[src/rtl/loop_seq_if.sv]
// Bundle of the loop sequencer's control and index-stream signals.
// The slave modport is the sequencer's view; master is the controller/consumer view.
// Optional iteration counter is present when LOOP_SEQ_ITER_CNT_EN is defined.
interface loop_seq_if #(
  parameter int unsigned IDX_W = 32
);
  logic             start;
  logic [IDX_W-1:0] first;
  logic [IDX_W-1:0] bound;
  logic [IDX_W-1:0] step;
  logic             out_valid;
  logic             out_ready;
  logic [IDX_W-1:0] out_idx;
  logic             out_last;
  logic             brk;
  logic             busy;
  logic             done;
  logic             broke;
`ifdef LOOP_SEQ_ITER_CNT_EN
  logic [IDX_W-1:0] iter_cnt;
`endif

  modport master (
    output start, first, bound, step, out_ready, brk,
`ifdef LOOP_SEQ_ITER_CNT_EN
    input  iter_cnt,
`endif
    input  out_valid, out_idx, out_last, busy, done, broke
  );

  modport slave (
    input  start, first, bound, step, out_ready, brk,
`ifdef LOOP_SEQ_ITER_CNT_EN
    output iter_cnt,
`endif
    output out_valid, out_idx, out_last, busy, done, broke
  );
endinterface

[src/rtl/loop_sequencer.sv]
// Hardware for-loop index generator: for (i = first; i < bound; i += step) with break.
// Issues one index per valid/ready beat, pulses done for one cycle on completion.
// Optional feature macro: LOOP_SEQ_ITER_CNT_EN adds the iter_cnt beat counter.
module loop_sequencer #(
  parameter int unsigned IDX_W    = 32,
  parameter int unsigned MIN_STEP = 1
) (
  input  logic  clk,
  input  logic  rst_n,
  loop_seq_if.slave bus
);

  typedef enum logic [1:0] {StIdle, StRun, StDone} state_e;

  state_e           state_q;
  logic [IDX_W-1:0] cur_q;
  logic [IDX_W-1:0] bound_q;
  logic [IDX_W-1:0] step_q;
  logic             valid_q;
  logic             busy_q;
  logic             done_q;
  logic             broke_q;
  logic [IDX_W:0]   next_idx;
  logic             last;
  logic             beat;

  // Carry bit of next_idx forces last so the index can never wrap below bound.
  always_comb begin
    next_idx = {1'b0, cur_q} + {1'b0, step_q};
    last     = (state_q == StRun) && (next_idx >= {1'b0, bound_q});
    beat     = valid_q && bus.out_ready;
  end

`ifdef LOOP_SEQ_ITER_CNT_EN
  logic [IDX_W-1:0] iter_cnt_q;

  // Counts accepted beats, including a breaking one; cleared on accepted start.
  always_ff @(posedge clk or negedge rst_n) begin
    if (!rst_n) begin
      iter_cnt_q <= '0;
    end else if (state_q == StIdle && bus.start) begin
      iter_cnt_q <= '0;
    end else if (beat) begin
      iter_cnt_q <= iter_cnt_q + 1'b1;
    end
  end

  assign bus.iter_cnt = iter_cnt_q;
`endif

  // Control FSM with registered handshake and status outputs.
  always_ff @(posedge clk or negedge rst_n) begin
    if (!rst_n) begin
      state_q <= StIdle;
      cur_q   <= '0;
      bound_q <= '0;
      step_q  <= '0;
      valid_q <= 1'b0;
      busy_q  <= 1'b0;
      done_q  <= 1'b0;
      broke_q <= 1'b0;
    end else begin
      done_q <= 1'b0;
      unique case (state_q)
        StIdle: begin
          if (bus.start) begin
            cur_q   <= bus.first;
            bound_q <= bus.bound;
            step_q  <= (bus.step == '0) ? IDX_W'(MIN_STEP) : bus.step;
            broke_q <= 1'b0;
            busy_q  <= 1'b1;
            if (bus.first >= bus.bound) begin
              // Empty loop: no beats, straight to the done pulse.
              state_q <= StDone;
              done_q  <= 1'b1;
            end else begin
              state_q <= StRun;
              valid_q <= 1'b1;
            end
          end
        end
        StRun: begin
          if (beat) begin
            if (bus.brk || last) begin
              state_q <= StDone;
              valid_q <= 1'b0;
              done_q  <= 1'b1;
              broke_q <= bus.brk;
            end else begin
              cur_q <= next_idx[IDX_W-1:0];
            end
          end
        end
        StDone: begin
          state_q <= StIdle;
          busy_q  <= 1'b0;
        end
        default: begin
          state_q <= StIdle;
          valid_q <= 1'b0;
          busy_q  <= 1'b0;
        end
      endcase
    end
  end

  assign bus.out_valid = valid_q;
  assign bus.out_idx   = cur_q;
  assign bus.out_last  = last;
  assign bus.busy      = busy_q;
  assign bus.done      = done_q;
  assign bus.broke     = broke_q;

endmodule

[src/flat_wrapper.sv]
// flat-port wrapper written by rule: the top's interface ports become plain ports
module loop_sequencer_flat 
#(
  parameter int unsigned IDX_W    = 32,
  parameter int unsigned MIN_STEP = 1
)
  (clk, rst_n, bus_start, bus_first, bus_bound, bus_step, bus_out_ready, bus_brk, bus_out_valid, bus_out_idx, bus_out_last, bus_busy, bus_done, bus_broke);
  loop_seq_if #(.IDX_W(IDX_W)) bus_i ();
  input  logic clk;
  input  logic rst_n;
  input wire logic [$bits(bus_i.start)-1:0] bus_start;
  input wire logic [$bits(bus_i.first)-1:0] bus_first;
  input wire logic [$bits(bus_i.bound)-1:0] bus_bound;
  input wire logic [$bits(bus_i.step)-1:0] bus_step;
  input wire logic [$bits(bus_i.out_ready)-1:0] bus_out_ready;
  input wire logic [$bits(bus_i.brk)-1:0] bus_brk;
  output wire logic [$bits(bus_i.out_valid)-1:0] bus_out_valid;
  output wire logic [$bits(bus_i.out_idx)-1:0] bus_out_idx;
  output wire logic [$bits(bus_i.out_last)-1:0] bus_out_last;
  output wire logic [$bits(bus_i.busy)-1:0] bus_busy;
  output wire logic [$bits(bus_i.done)-1:0] bus_done;
  output wire logic [$bits(bus_i.broke)-1:0] bus_broke;
  assign bus_i.start = bus_start;
  assign bus_i.first = bus_first;
  assign bus_i.bound = bus_bound;
  assign bus_i.step = bus_step;
  assign bus_i.out_ready = bus_out_ready;
  assign bus_i.brk = bus_brk;
  assign bus_out_valid = bus_i.out_valid;
  assign bus_out_idx = bus_i.out_idx;
  assign bus_out_last = bus_i.out_last;
  assign bus_busy = bus_i.busy;
  assign bus_done = bus_i.done;
  assign bus_broke = bus_i.broke;
  loop_sequencer #(.IDX_W(IDX_W), .MIN_STEP(MIN_STEP)) u_core (.clk(clk), .rst_n(rst_n), .bus(bus_i));
endmodule
[config.mk]
export PLATFORM = sky130hd
export DESIGN_NAME = loop_sequencer_flat
export DESIGN_NICKNAME = d
export VERILOG_FILES = /design/src/rtl/loop_seq_if.sv /design/src/rtl/loop_sequencer.sv /design/src/flat_wrapper.sv
export SDC_FILE = /design/constraint.sdc
export NUM_CORES = 1
export LEC_CHECK = 0
export ABC_AREA = 1
export CORE_AREA = 2 2 130 132
export DETAILED_ROUTE_END_ITERATION = 6
export DIE_AREA = 0 0 132 134
export PLACE_DENSITY = 0.75
export RECOVER_POWER = 50
export SKIP_CTS_REPAIR_TIMING = 1
export SYNTH_ARGS = -nofsm -noshare
export SYNTH_HDL_FRONTEND = slang
export SYNTH_SLANG_ARGS = --single-unit
export TNS_END_PERCENT = 50
[constraint.sdc]
create_clock -name clk -period 5.4 [get_ports clk]
set_input_delay 1.35 -clock clk [delete_from_list [all_inputs] [get_ports clk]]
set_output_delay 1.35 -clock clk [all_outputs]
set_load 0.02 [all_outputs]
# Word level (Yosys, flattened, before mapping)
# Cells that the tools add are included.
# classes
n_addsub	1
n_lt_le_gt_ge	2
eq_ne	7
n_mux	26
bitwise	2
reduce_logical	12
# ops
operator	count
two-way mux 32 bit	4
one-hot mux 32 bit (2 select lines)	1
adder 32 x 32 -> 33 bit	1
>= comparator 33 x 32 -> 1 bit	1
>= comparator 32 bit	1
zero test 32 bit	1
two-way mux 1 bit	12
two-way mux 2 bit	4
inequality test 2 bit (second input constant)	4
AND reduction 4 bit	2
one-hot mux 1 bit (2 select lines)	3
AND reduction 5 bit	1
one-hot mux 2 bit (2 select lines)	1
AND reduction 2 bit	2
one-hot mux 1 bit (3 select lines)	1
AND reduction 3 bit	1
equality test 2 x 1 -> 1 bit (second input constant)	1
equality test 2 bit (second input constant)	1
logical AND 1 bit	2
zero test 2 bit	1
inequality test 2 x 1 -> 1 bit (second input constant)	1
inverter 1 bit	2
nonzero test 2 bit	1
logical OR 1 bit	1
# word_totals
regBits	102
input_bits	101
wordCells	58

# Depth between registers and ports, before layout
# depth
ltp_word	7
depth_mapped	32
depth_no_buf	31

# Worst setup path after synthesis
# No wires, ideal clock.
# synth_path
path_type	reg-to-output
from	register u_core.cur_q[0] (netlist: u_core.bus.out_idx[0])
to	output bus_out_last
t_arrival_ns	3.595
t_required_ns	4.050
path_slack_ns	0.455
stages_incl_launch_ff	26
n_path_buf	1
cell_sequence	dfrtp_1 > ha_1 > fa_1 > nand3_1 > nand2_2 > a21oi_4 > inv_1 > a21oi_1 > o21ai_0 > or2_2 > and2_1 > ha_1 > a21oi_1 > o21a_1 > nor2_1 > nor2_1 > nand2_1 > nand2_1 > nand2_1 > nand2_1 > nand2_1 > nand2_1 > nand2_2 > nand2_4 > buf_2 > inv_1
# synth_between
elab_chain_len	3
# synth_lines
item	line	source
start: declaration	loop_sequencer.sv:16	logic [IDX_W-1:0] cur_q;
start signal: assignment	loop_sequencer.sv:67	cur_q <= bus.first;
start signal: assignment	loop_sequencer.sv:90	cur_q <= next_idx[IDX_W-1:0];
adder 32 x 32 -> 33 bit	loop_sequencer.sv:29	next_idx = {1'b0, cur_q} + {1'b0, step_q};
>= comparator 33 x 32 -> 1 bit	loop_sequencer.sv:30	last = (state_q == StRun) && (next_idx >= {1'b0, bound_q});
logical AND 1 bit	loop_sequencer.sv:30	
end: declaration	flat_wrapper.sv:19	output wire logic [$bits(bus_i.out_last)-1:0] bus_out_last;
# Every way passes these cells.

# Worst setup path in the final report
# layout_path
from	register u_core.step_q[0]
to	output bus_out_last
# layout_between
elab_chain_len	3
# layout_lines
item	line	source
start: declaration	loop_sequencer.sv:18	logic [IDX_W-1:0] step_q;
start signal: assignment	loop_sequencer.sv:69	step_q <= (bus.step == '0) ? IDX_W'(MIN_STEP) : bus.step;
adder 32 x 32 -> 33 bit	loop_sequencer.sv:29	
>= comparator 33 x 32 -> 1 bit	loop_sequencer.sv:30	
logical AND 1 bit	loop_sequencer.sv:30	
# Every way passes these cells.

==> out/metrics.yaml <==
status:
  status: "complete, but fails checks"
  violations: "capacitance limit, slew limit"
worst_setup_path:
  cpMaxStageDelayCell: "dfrtp_1"
  end_kind: "output pin"
  cp.buffers_inverters: 4
  r2r_start: "u_core.step_q[0]"
  slowest_delay_ns: 0.40
  crit_top_cell: "nand2_1"
  r2r_setup_slack_ns: 0.80
  crit_required_ns: 4.05
  worst_path_dominant_cell_family: "simple AND/OR/NAND/NOR gates"
  path_class: "flip-flop to output pin"
  r2r-end: "u_core.bus.out_idx[30]"
  startpoint_type: "flip-flop"
  cp_max_fo: 4
  r2r_cells: 32
  arrival_ns: 3.86
yosys:
  syn_area_um2: 8060
  yosys-top-cells-area: "dfrtp_1 32%, nand2_1 16%, ha_1 15%"
  netlist.area_leader.share_pct: 31.7
  synthCells: 1097
  yosysUniqueCellTypes: 42
  ys_seq_elements: 102
  ys.flop_type: "dfrtp_1"
  yosysMostFrequentCell: "nand2_1"
  ys_async_sr_fraction_pct: 100
  ys_seq_area_share_pct: 31.7
  ys.warnings.count: 0
  synth_area_leader_cell: "dfrtp_1"
  avgSynthCellArea_um2: 7.34
  synth_common_cells: "341 x nand2_1, 141 x inv_1, 102 x dfrtp_1, 96 x ha_1, 67 x o21ai_0"
  synth-edff-count: 0
  synth.net_count: 1295
cells_and_area:
  nets: 1435
  area_delta_synth_final_pct: 26.0
  fill_cells: 1485
  drive_gt1_share_pct: 8.37
  utilization_pct: 62.3
  diodes: 0
worst_hold_path:
  min_from: "u_core.bound_q[17]"
  hp-class: "flip-flop to flip-flop"
  hold_end: "u_core.bound_q[17]"
  min_path_cells: 2
drt:
  avgViaCountPerCell: 5.38
  drt-pass1-iter-count: 5
  finalWirelength_mm: 24.6
  drt_iter0_markers: 565
  wl_per_cell_um: 16.8
  drc_errors: 0
  ant_nets: 0
  vias: 7869
clock_tree:
  h-tree-depth: 3
  clockBufferDepth: 2
  path_clk_slew_ns: 0.08
  cts_buffers: 9
  clk_latency_ns: 0.37
  cts_tree: "done"
  cts_sinks: 102
  cts-root-buf: "clkbuf_16"
floorplanning:
  core_area_um2: 16300
  dieWidth_um: 132
  die_area_um2: 17700
  start_util_pct: 49.5
  io_pins: 138
  die_y_um: 134
  placementRows: 47
sta:
  setup_viol: 0
  rsz0062_at_grt: "true"
  finalCritPeriodShare_pct: 96.5
  final_max_slew_viol_count: 116
  worstMarginPinSlew_ns: 3.78
  fin_ws_ns: 0.190
  relSlewSlack_pct: -152
  finalCriticalPeriod_ns: 5.21
  skew_ns: 0.0139
  max_freq_mhz: 192
  hold_viol: 0
grt:
  grt_pass1_vias: 7734
  grt_pass1_wl_mm: 39.5
  overflow: 0
  antenna_found_initial: 0
  grt_max_degree: 69
  grt_util_all_layers_pct: 28.1
placed_design:
  dp_hpwl_mm: 19.3
  preCtsSetupSlack_ns: 0.0515
  port_buffers: 137
  place.gp.congestion: 0.973
power_and_ir_drop:
  p_leak_nw: 5.13
  peakVddDrop_mv: 0.406
  power.density_nw_per_um2: 759
run:
  cap_violations: 2
-- stage by stage --
stage	hold WS, ns	cell area [um^2]	total power [mW]	cells	setup TNS, ns
2_1_floorplan	0.453	8060	4.98	1097	0
3_3_place_gp	0.467	9700	6.54	1440	0
5_1_grt	0.513	10100	8.40	1462	-0.0540
6_report	0.488	10100	7.70	1462	0
4_1_cts	0.491	10000	7.38	1456	-0.359
3_5_place_dp	0.473	9700	6.61	1440	0
-- registers in the layout (all words and copies together), names as in the netlist --
signal	count
u_core.bound_q	32
u_core.bus.broke	1
u_core.bus.busy	1
u_core.bus.done	1
u_core.bus.out_idx	32
u_core.bus.out_valid	1
u_core.state_q	2
u_core.step_q	32
-- where the power goes --
part	total (mW)	switching, mW	internal (mW)
Sequential	1.41	0.273	1.14
Combinational	5.55	3.41	2.15
Clock	0.736	0.322	0.413
Total	7.70	4.00	3.70
-- cells in the final DEF (no fill, tap or decap), types with 3 or more instances in the layout --
master	instances
ha_2	4
mux2_2	26
xnor2_1	4
nor4_1	10
clkbuf_16	9
ha_1	91
o21ai_1	3
buf_4	19
nand3_1	35
o211ai_1	4
a21o_1	4
dfrtp_1	102
nand3b_1	3
nor2_1	58
o21a_1	5
xor2_1	17
a21oi_2	4
o21ai_0	64
inv_1	138
clkdlybuf4s50_1	134
nor3_1	5
a21oi_1	52
inv_2	4
nand4_1	43
nand2_2	7
a31oi_1	8
o21ai_2	3
nand2_1	337
o21bai_1	6
and2_1	8
-- worst max path at each step --
| stage | cells after the start | slack (ns) | start | end |
|---|---|---|---|---|
| finish | 30 | 0.19 | u_core.step_q[0] | bus_out_last |
| global route | 30 | -0.05 | u_core.step_q[0] | bus_out_last |
| CTS | 22 | -0.36 | u_core.bus.out_idx[0] | bus_out_last |
| detailed placement | 23 | 0.05 | u_core.bus.out_idx[0] | bus_out_last |
| global placement | 22 | 0.14 | u_core.bus.out_idx[0] | bus_out_last |
| floorplan | 25 | 0.46 | u_core.bus.out_idx[0] | bus_out_last |
-- tightest hold or removal path, delay by kind of cell, from the launching register on --
family           cells  cell delay [ns]
AND/OR/NAND/NOR      1             0.05
flip-flops           1             0.35
AO/OA/AOI/OAI        1             0.06
-- layout make-up --
type | count | area [um^2] | area share (%)
Clock inverter | 7 | 105 | 1.04
Clock buffer | 9 | 225 | 2.22
Inverter | 142 | 533 | 5.25
Timing Repair Buffer | 158 | 1530 | 15.0
Tap cell | 220 | 275 | 2.71
Sequential cell | 102 | 2550 | 25.2
Multi-Input combinational cell | 824 | 4930 | 48.6
-- per-layer routing --
metal | wire (um) | vias up | GRT usage, %
met5 | 0 | - | 0
met1 | 11300 | 3696 | 38.6
li1 | - | 3876 | -
met4 | 482 | 0 | 7.43
met2 | 11200 | 262 | 45.5
met3 | 1600 | 35 | 5.71
-- cells by family after synthesis --
| group | after synthesis | synth area share, % |
|---|---|---|
| AO/OA/AOI/OAI | 161 | 11.4 |
| XOR/XNOR | 22 | 2.39 |
| adder cells (fa/ha/maj) | 97 | 15.2 |
| buffers and inverters | 171 | 8.31 |
| flip-flops | 102 | 31.7 |
| multiplexers | 26 | 3.63 |
| AND/OR/NAND/NOR | 518 | 27.5 |
(Power assumes the default switching activity.)
